--- config.mk ---
export PLATFORM = sky130hd
export DESIGN_NAME = demux_decoded_registered
export DESIGN_NICKNAME = d
export VERILOG_FILES = /design/src/rtl/demux_decoded_registered.sv
export SDC_FILE = /design/constraint.sdc
export NUM_CORES = 1
export LEC_CHECK = 0
export BUFFER_PORTS_ARGS = -buffer_cell sky130_fd_sc_hd__buf_2
export CORE_MARGIN = 1
export CORE_UTILIZATION = 25
export DETAILED_ROUTE_END_ITERATION = 8
export GPL_TIMING_DRIVEN = 0
export PLACE_DENSITY = 0.52
export SYNTH_ARGS = -nofsm -noshare
export SYNTH_HDL_FRONTEND = slang
export SYNTH_SLANG_ARGS = --single-unit
--- constraint.sdc ---
create_clock -name clk_in -period 2 [get_ports clk_in]
set_clock_uncertainty 0.1 [all_clocks]
set_input_delay 0.4 -clock clk_in [delete_from_list [all_inputs] [get_ports clk_in]]
set_output_delay 0.4 -clock clk_in [all_outputs]
set_load 0.02 [all_outputs]
--- src/rtl/demux_decoded_registered.sv ---
// Registered one-hot demultiplexer. One input word is steered into one of
// NUM_WAY single-entry output slots, each with its own valid/ready handshake,
// so a stalled consumer only blocks traffic aimed at its own way.
// Illegal selects (zero or several bits set) are always accepted and dropped,
// so a malformed request can never wedge the producer. Each drop is counted
// and raises a sticky error flag.
module demux_decoded_registered #(
  parameter int SINGLE_WAY_WIDTH_IN_BITS = 4,
  parameter int NUM_WAY                  = 8,
  parameter int DROP_CNT_WIDTH           = 8
) (
  input  logic                                  clk_in,
  input  logic                                  reset_in,
  input  logic [SINGLE_WAY_WIDTH_IN_BITS-1:0]   data_in,
  input  logic [NUM_WAY-1:0]                    sel_in,
  input  logic                                  valid_in,
  output logic                                  ready_out,
  output logic [SINGLE_WAY_WIDTH_IN_BITS*NUM_WAY-1:0] way_flatted_out,
  output logic [NUM_WAY-1:0]                    way_valid_out,
  input  logic [NUM_WAY-1:0]                    way_ready_in,
  output logic                                  error_out,
  output logic [DROP_CNT_WIDTH-1:0]             drop_count_out
);

  localparam int W = SINGLE_WAY_WIDTH_IN_BITS;

  logic               sel_legal;
  logic [NUM_WAY-1:0] slot_open;
  logic [NUM_WAY-1:0] load;
  logic [NUM_WAY-1:0] drain;
  logic               accept;
  logic [W-1:0]       slot_q [NUM_WAY];

  // Exactly one bit set: non-zero and clearing the lowest set bit leaves zero.
  assign sel_legal = (sel_in != '0) && ((sel_in & (sel_in - NUM_WAY'(1))) == '0);

  // A slot can take a word if it is empty or its consumer drains it this cycle.
  assign slot_open = ~way_valid_out | way_ready_in;
  assign ready_out = sel_legal ? |(sel_in & slot_open) : 1'b1;

  assign accept = valid_in & ready_out;
  assign load   = (accept && sel_legal) ? sel_in : '0;
  assign drain  = way_valid_out & way_ready_in;

  // Per-way valid: a load wins over a simultaneous drain, giving 1 word/cycle.
  always_ff @(posedge clk_in or posedge reset_in) begin
    if (reset_in) begin
      way_valid_out <= '0;
    end else begin
      way_valid_out <= load | (way_valid_out & ~drain);
    end
  end

  // Per-way data slots; contents are held (not cleared) when a way drains.
  always_ff @(posedge clk_in or posedge reset_in) begin
    if (reset_in) begin
      for (int i = 0; i < NUM_WAY; i++) begin
        slot_q[i] <= '0;
      end
    end else begin
      for (int i = 0; i < NUM_WAY; i++) begin
        if (load[i]) begin
          slot_q[i] <= data_in;
        end
      end
    end
  end

  for (genvar g = 0; g < NUM_WAY; g++) begin : g_flat
    assign way_flatted_out[g*W +: W] = slot_q[g];
  end

  // Sticky error and saturating drop counter for accepted illegal selects.
  always_ff @(posedge clk_in or posedge reset_in) begin
    if (reset_in) begin
      error_out      <= 1'b0;
      drop_count_out <= '0;
    end else if (accept && !sel_legal) begin
      error_out <= 1'b1;
      if (drop_count_out != '1) begin
        drop_count_out <= drop_count_out + DROP_CNT_WIDTH'(1);
      end
    end
  end

endmodule

# [Yosys cells after proc, flatten, opt, wreduce, memory -nomap -nowiden]
# Cells that the tools add are included.
[classes] n_addsub=2 n_eq_ne=1 muxes=2 n_bitwise=9 n_reduce_logical=8
[ops] op="AND 8 bit" n=4
[ops] op="inverter 8 bit" n=2
[ops] op="bitwise OR 8 bit" n=2
[ops] op="adder 8 x 1 -> 8 bit, second input constant" n=1
[ops] op="logical NOT 8 bit" n=1
[ops] op="two-way mux 8 bit" n=1
[ops] op="!= test 8 bit, second input constant" n=1
[ops] op="nonzero test 8 bit" n=1
[ops] op="OR reduction 8 bit" n=1
[ops] op="subtractor 8 x 1 -> 8 bit, second input constant" n=1
[ops] op="logical AND 1 bit" n=3
[ops] op="AND reduction 2 bit" n=1
[ops] op="AND 1 bit" n=1
[ops] op="logical NOT 1 bit" n=1
[ops] op="two-way mux 1 bit" n=1
[word_totals] register_bits=49 elab_cells=33

# [Depth between registers and ports, before layout]
# Gate-level depths: netlist (run 1).
[logic_depth] word_depth=9 ltp_mapped=7 mapped_depth_nobuf=6

# [Least setup slack after synthesis (run 1)]
# No wires, ideal clock.
[synth_timing] path_type="input to register" startpoint="input port way_ready_in[1]" endpoint="register slot_q (netlist bit way_flatted_out[0])" setup_ns=0.125 t_arrival_ns=1.812 t_required_ns=1.775 slack_ns=-0.036 path_stages=5 path_buffers=0 cell_sequence="nand2b_1 > a22oi_1 > nand4_1 > nand4_1 > mux2_2"
[synth_via] elab_chain_len=7
[synth_lines] element="start: declaration" line="20" source="input logic [NUM_WAY-1:0] way_ready_in,"
[synth_lines] element="bitwise OR 8 bit" line="38" source="assign slot_open = ~way_valid_out | way_ready_in;"
[synth_lines] element="AND 8 bit" line="39" source="assign ready_out = sel_legal ? |(sel_in & slot_open) : 1'b1;"
[synth_lines] element="OR reduction 8 bit" line="39"
[synth_lines] element="two-way mux 1 bit" line="39"
[synth_lines] element="AND 1 bit" line="41" source="assign accept = valid_in & ready_out;"
[synth_lines] element="logical AND 1 bit" line="42" source="assign load = (accept && sel_legal) ? sel_in : '0;"
[synth_lines] element="two-way mux 8 bit" line="42"
[synth_lines] element="end signal: indexed assignment" line="63" source="slot_q[i] <= data_in;"
[synth_lines] element="end: declaration" line="32" source="logic [W-1:0] slot_q [NUM_WAY];"
# No other way between the ends.
# A chain may end at the register's enable or synchronous reset.

# [Worst setup path in the final report (run 1)]
[layout_timing] startpoint="input port sel_in[5]" endpoint="output port ready_out"
[layout_via] elab_chain_len=5
[layout_lines] element="start: declaration" line="15" source="input logic [NUM_WAY-1:0] sel_in,"
[layout_lines] element="subtractor 8 x 1 -> 8 bit" line="35" source="assign sel_legal = (sel_in != '0) && ((sel_in & (sel_in - NUM_WAY'(1))) == '0);"
[layout_lines] element="AND 8 bit" line="35"
[layout_lines] element="logical NOT 8 bit" line="35"
[layout_lines] element="logical AND 1 bit" line="35"
[layout_lines] element="two-way mux 1 bit *" line="39"
[layout_lines] element="end: declaration" line="17" source="output logic ready_out,"
# Every way passes the cells marked *; elsewhere a longest branch is shown, timed or not.

==> results.sh, run 1 <==
export IMPL_cts_tree="built"
export IMPL_grt_max_degree=30
export IMPL_cp_start_kind="input port"
export IMPL_max_freq_ghz=0.488
export IMPL_tightestPinTransition_ps=514
export IMPL_synth_edff_count=0
export IMPL_synth_top_cell_by_area="dfrtp_1"
export IMPL_initial_core_util_pct=26.0
export IMPL_p_per_area_nw_per_um2=944
export IMPL_cp_end_kind="primary output"
export IMPL_gr_usage_all_layers_pct=13.0
export IMPL_ys_seq_area_share_pct=57.1
export IMPL_wl_um=5630
export IMPL_area_delta_synth_final_pct=38.6
export IMPL_path_delay_family="simple AND/OR/NAND/NOR gates"
export IMPL_grt_first_pass_wirelength_um=8640
export IMPL_postSynthCellCount=157
export IMPL_port_buffers=72
export IMPL_dpl_hpwl_um=4040
export IMPL_rr_worst_depth=7
export IMPL_clk_path_buf_depth=2
export IMPL_fin_util_pct=36.0
export IMPL_worstSetupPathDepth=8
export IMPL_vias_per_cell=4.54
export IMPL_outcome="finished with violations"
export IMPL_rsz0062_at_grt="true"
export IMPL_violations="negative setup slack"
export IMPL_required_ps=1500
export IMPL_insertion_delay_ps=310
export IMPL_synth_warnings=0
export IMPL_drv_cap=0
export IMPL_nets=275
export IMPL_wl_per_cell_um=15.8
export IMPL_fp_dieW_um=94.7
export IMPL_antenna_found_initial=0
export IMPL_cp_slowest_stage_delay_ps=300
export IMPL_worst_slack_ps=-47.5
export IMPL_die_area_um2=8960
export IMPL_path_cells="buf_8 -> nor4_4 -> and3b_1 -> o21ai_2 -> nand3_4 -> buf_12 -> nand2b_4 -> buf_6"
export IMPL_h_tree_depth=2
export IMPL_first_pass_iters=4
export IMPL_synth_ff_type="dfrtp_1"
export IMPL_yosysTopAreaCellShare_pct=57.1
export IMPL_die_h_um=94.7
export IMPL_hold_slack_ps=3.41
export IMPL_slew_headroom_pct=65.7
export IMPL_crit_fanout=3
export IMPL_drc=0
export IMPL_synth_nets=181
export IMPL_dp_slack_ps=-493
export IMPL_synth_most_common_cell="dfrtp_1"
export IMPL_clkTransAtPathRegs_ps=100
export IMPL_cts_buffers=5
export IMPL_insertedDiodeCount=0
export IMPL_syn_cell_area_um2=2150
export IMPL_drtIter0Drc=43
export IMPL_ys_top_cells_by_area="dfrtp_1 57%, mux2_2 17%, nand4_4 3.0%"
export IMPL_drtAntennaViolNets=0
export IMPL_crit_buf_inv=3
export IMPL_grt_pass1_vias=1591
export IMPL_worstSetupPathType="input port to primary output"
export IMPL_synth_seq_cells=49
export IMPL_setup_tns_ps=-47.5
export IMPL_cts_root_buf="clkbuf_8"
export IMPL_irDropWorstVdd_mv=0.327
export IMPL_row_count=33
export IMPL_overflow=0
export IMPL_io_pin_count=73
export IMPL_leakage_nw=1.59
export IMPL_netlist_cell_type_count=28
export IMPL_period_minus_slack_ps=2050
export IMPL_critPathArrivalTime_ps=1550
export IMPL_crit_slowest_cell="nor4_4"
export IMPL_slew_violations=0
export IMPL_setup_violations_final=1
export IMPL_async_reset_ff_share_pct=100
export IMPL_drive_gt1_share_pct=59.5
export IMPL_clkSinkCount=49
export IMPL_vias=1619
export IMPL_finalHoldViolations=0
export IMPL_synth_commonest_cells="49 x dfrtp_1, 33 x mux2_2, 12 x nand2_1"
export IMPL_syn_mean_instance_area_um2=13.7
export IMPL_routabilityCongestion=0.777
export IMPL_coreArea_um2=8260
export IMPL_post_route_period_util_pct=102
export IMPL_hp_class="input port to asynchronous set/reset pin"
-- area by class of cell --
class | instances | area (µm²)
flip-flops and latches | 49 | 1230
plain buffers | 2 | 25.0
clock buffers | 6 | 72.6
clock inverters | 2 | 38.8
repair buffers | 87 | 510
inverters | 1 | 3.75
well taps | 105 | 131
fillers | 853 | 5280
multi-input cells | 105 | 962
-- state kept, by name, summed over array words and instances (netlist names) --
register,cells
drop_count_out,8
error_out,1
way_flatted_out,32
way_valid_out,8
-- worst paths after layout --
| path | start | endpoint | slack [ps] |
|---|---|---|---|
| setup / recovery | sel_in[5] | ready_out | -50 |
| hold / removal | reset_in | way_flatted_out[31]$_DFFE_PP0P_ | 3 |
| setup reg to reg | way_valid_out[0]$_DFF_PP0_ | way_flatted_out[30]$_DFFE_PP0P_ | 150 |
| hold reg to reg | drop_count_out[5]$_DFFE_PP0P_ | drop_count_out[5]$_DFFE_PP0P_ | 380 |
| max in group asynchronous | reset_in | way_valid_out[1]$_DFF_PP0_ | 1250 |
| min in group clk_in | way_ready_in[3] | way_valid_out[3]$_DFF_PP0_ | 240 |
-- report_power, final --
part	switching (mW)	total [mW]	internal, mW
registers	0.124	1.29	1.17
logic	0.444	0.779	0.335
clock network	0.361	0.737	0.376
-- cells by family (layout without fill, tap and decap cells) --
logic type,count (synthesis),count (layout),synth area share (%)
and+or+nand+nor,54,54,17.2
buffers and inverters,3,98,0.932
DFF,49,49,57.1
muxes,34,34,18.0
AOI/OAI and AO/OA,10,10,3.67
adders and majority gates,1,1,0.583
xor gates and xnor gates,6,6,2.45
-- metal layers --
layer  part of all wire [%]  vias to the layer above  global-route usage, %
met5                      0                        -                      0
met4                    1.8                        0                   4.17
met3                    5.8                       10                   3.14
met2                     46                       52                   20.4
met1                     46                      806                   17.7
li1                       -                      751                      -
-- worst register-to-register path, delay by kind of cell (launching register included) --
kind | cells | cell delay, ps
mux | 1 | 340
flops | 1 | 390
buf+inv | 2 | 390
compound gates | 1 | 200
simple gates | 3 | 320
-- cell usage in the layout, fill, tap and decap left out, types with 3 or more instances in the layout --
| master | n |
|---|---|
| clkbuf_8 | 5 |
| xor2_1 | 5 |
| a22oi_1 | 4 |
| dfrtp_2 | 4 |
| nand2b_1 | 5 |
| mux2_4 | 5 |
| mux2_2 | 29 |
| nand2b_4 | 5 |
| buf_2 | 69 |
| nor2b_1 | 4 |
| nand4_1 | 7 |
| nor3_2 | 3 |
| nor2_1 | 5 |
| buf_4 | 15 |
| dfrtp_1 | 45 |
| nand4_4 | 3 |
| nand3_1 | 3 |
| nand2_1 | 12 |
-- repair_timing --
item                       4_1_cts  5_1_grt
buffers inserted                10        4
resized for setup               12        0
setup endpoints to repair       35       28
hold buffers                     0        0
pin swaps                        2        1
-- stage by stage --
stage,cell area [µm²],power [mW],std cells
floorplan,2200,1.80,157
global placement,2690,2.07,334
detailed placement,2710,2.09,335
CTS,2950,2.85,353
global route,2980,2.97,357
finish,2980,2.81,357
Note: power is estimated with default switching activity, not from simulation.
==> inputs of run 2 (changes only) <==
--- a/config.mk
+++ b/config.mk
@@ -5,12 +5,13 @@
 export SDC_FILE = /design/constraint.sdc
 export NUM_CORES = 1
 export LEC_CHECK = 0
+export ABC_CLOCK_PERIOD_IN_PS = 2640
 export BUFFER_PORTS_ARGS = -buffer_cell sky130_fd_sc_hd__buf_2
 export CORE_MARGIN = 1
 export CORE_UTILIZATION = 25
 export DETAILED_ROUTE_END_ITERATION = 8
 export GPL_TIMING_DRIVEN = 0
-export PLACE_DENSITY = 0.52
+export PLACE_DENSITY = 0.51
 export SYNTH_ARGS = -nofsm -noshare
 export SYNTH_HDL_FRONTEND = slang
 export SYNTH_SLANG_ARGS = --single-unit
==> constraint.sdc (replaced) <==
create_clock -name clk_in -period 2.64 [get_ports clk_in]
set_clock_uncertainty 0.1 [all_clocks]
set_input_delay 0.528 -clock clk_in [delete_from_list [all_inputs] [get_ports clk_in]]
set_output_delay 0.528 -clock clk_in [all_outputs]
set_load 0.02 [all_outputs]
==> results.sh, run 2 (synthesized netlist as in run 1, its figures left out) <==
export IMPL_coreArea_um2=8260
export IMPL_worstSetupPathType="input port to primary output"
export IMPL_insertion_delay_ps=300
export IMPL_hp_class="input port to asynchronous set/reset pin"
export IMPL_die_area_um2=8960
export IMPL_period_minus_slack_ps=2580
export IMPL_post_route_period_util_pct=97.6
export IMPL_overflow=0
export IMPL_insertedDiodeCount=0
export IMPL_vias_per_cell=4.51
export IMPL_cts_buffers=5
export IMPL_clk_path_buf_depth=2
export IMPL_final_cell_mix="73 x buf_2, 49 x dfrtp_1, 33 x mux2_2"
export IMPL_drv_cap=0
export IMPL_drive_gt1_share_pct=54.0
export IMPL_cp_start_kind="input port"
export IMPL_grt_pass1_vias=1570
export IMPL_clkSinkCount=49
export IMPL_row_count=33
export IMPL_crit_fanout=10
export IMPL_initial_core_util_pct=26.0
export IMPL_slew_violations=0
export IMPL_fillCellCount=881
export IMPL_nets=262
export IMPL_worst_slack_ps=62.6
export IMPL_critPathArrivalTime_ps=1950
export IMPL_routabilityCongestion=0.784
export IMPL_drtAntennaViolNets=0
export IMPL_required_ps=2010
export IMPL_h_tree_depth=2
export IMPL_p_per_area_nw_per_um2=738
export IMPL_post_cts_resized=0
export IMPL_area_delta_synth_final_pct=28.8
export IMPL_grt_max_degree=27
export IMPL_dpl_hpwl_um=3950
export IMPL_path_cells="buf_2 -> nor4_2 -> and3b_1 -> o21ai_2 -> nand3_4 -> buf_6 -> nand2b_1 -> buf_2"
export IMPL_cts_tree="built"
export IMPL_antenna_found_initial=0
export IMPL_port_buffers=72
export IMPL_grt_first_pass_wirelength_um=8290
export IMPL_hold_slack_ps=149
export IMPL_largest_reg_flops=32
export IMPL_place_area_um2=2660
export IMPL_crit_slowest_cell="nor4_2"
export IMPL_fin_util_pct=33.5
export IMPL_setup_violations_final=0
export IMPL_cp_end_kind="primary output"
export IMPL_vias=1553
export IMPL_dp_slack_ps=21.8
export IMPL_cts_root_buf="clkbuf_8"
export IMPL_setup_tns_ps=0
export IMPL_finalHoldViolations=0
export IMPL_leakage_nw=1.47
export IMPL_drc=0
export IMPL_wl_um=5300
export IMPL_tightestPinTransition_ps=538
export IMPL_io_pin_count=73
export IMPL_outcome="finished clean"
export IMPL_mostFrequentLayoutCell="buf_2"
export IMPL_p_total_mw=2.04
export IMPL_rsz0062_at_grt="false"
export IMPL_fin_area_um2=2770
export IMPL_stdcell_count=344
export IMPL_drtIter0Drc=37
export IMPL_wl_per_cell_um=15.4
export IMPL_crit_path_frequent_cell="buf_2"
export IMPL_irDropWorstVdd_mv=0.247
export IMPL_fp_dieW_um=94.7
export IMPL_max_freq_ghz=0.388
export IMPL_first_pass_iters=4
export IMPL_gr_usage_all_layers_pct=12.5
export IMPL_clkTransAtPathRegs_ps=100
export IMPL_die_h_um=94.7
export IMPL_dp_cells=335
export IMPL_slew_headroom_pct=64.1
export IMPL_cp_slowest_stage_delay_ps=360
export IMPL_hold_buffers=0
-- run 2: cell types whose count changed in the layout (fill, tap and decap cells not counted), moves of 4 or more --
| cell | previous run | this run |
|---|---|---|
| buf_4 | 15 | 1 |
| nand2b_1 | 5 | 10 |
| nand2b_4 | 5 | 0 |
| buf_2 | 69 | 73 |
| dfrtp_1 | 45 | 49 |
| dfrtp_2 | 4 | 0 |
| mux2_2 | 29 | 33 |
| mux2_4 | 5 | 1 |
-- run 2: routing by layer --
layer,vias to the layer above,routed length [µm],track usage [%]
met1,771,2300,15.9
met2,48,2610,20.6
met3,5,336,3.38
met4,0,51,3.79
li1,729,-,-
met5,-,0,0
-- run 2: timing repair --
item | in CTS | in global routing
setup endpoints to repair | 1 | 0
setup buffers | 1 | 0
endpoints found under the hold margin | 0 | 0
-- run 2: path summary, 6_finish.rpt --
kind	slack (ps)	cells after the start	from	endpoint
max	60	8	sel_in[2]	ready_out
min	150	2	reset_in	way_flatted_out[30]$_DFFE_PP0P_
max reg2reg	770	6	way_valid_out[4]$_DFF_PP0_	way_flatted_out[5]$_DFFE_PP0P_
min reg2reg	390	1	error_out$_DFFE_PP0P_	error_out$_DFFE_PP0P_
max in group asynchronous	1760	3	reset_in	way_valid_out[6]$_DFF_PP0_
min in group clk_in	390	1	error_out$_DFFE_PP0P_	error_out$_DFFE_PP0P_
-- run 2: cell type report --
type	count	area, µm²	share of cell area [%]
multi-input combinational	105	901	32.6
sequential	49	1230	44.3
timing repair buffer	74	388	14.0
buffer	2	16.3	0.588
clock buffer	6	82.6	2.99
inverter	1	3.75	0.136
clock inverter	2	16.3	0.588
tap	105	131	4.75
-- run 2: critical path: cells and delay by family --
| family | cells | cell delay [ps] |
|---|---|---|
| buf+inv | 3 | 510 |
| compound gates | 1 | 90 |
| simple gates | 4 | 810 |
-- run 2: power by group --
| group | switching, mW | total, mW | leakage, nW | internal [mW] |
|---|---|---|---|---|
| Clock | 0.277 | 0.493 | 0.0478 | 0.216 |
| Sequential | 0.0921 | 0.978 | 0.644 | 0.886 |
| Combinational | 0.333 | 0.570 | 0.778 | 0.238 |
| Total | 0.701 | 2.04 | 1.47 | 1.34 |
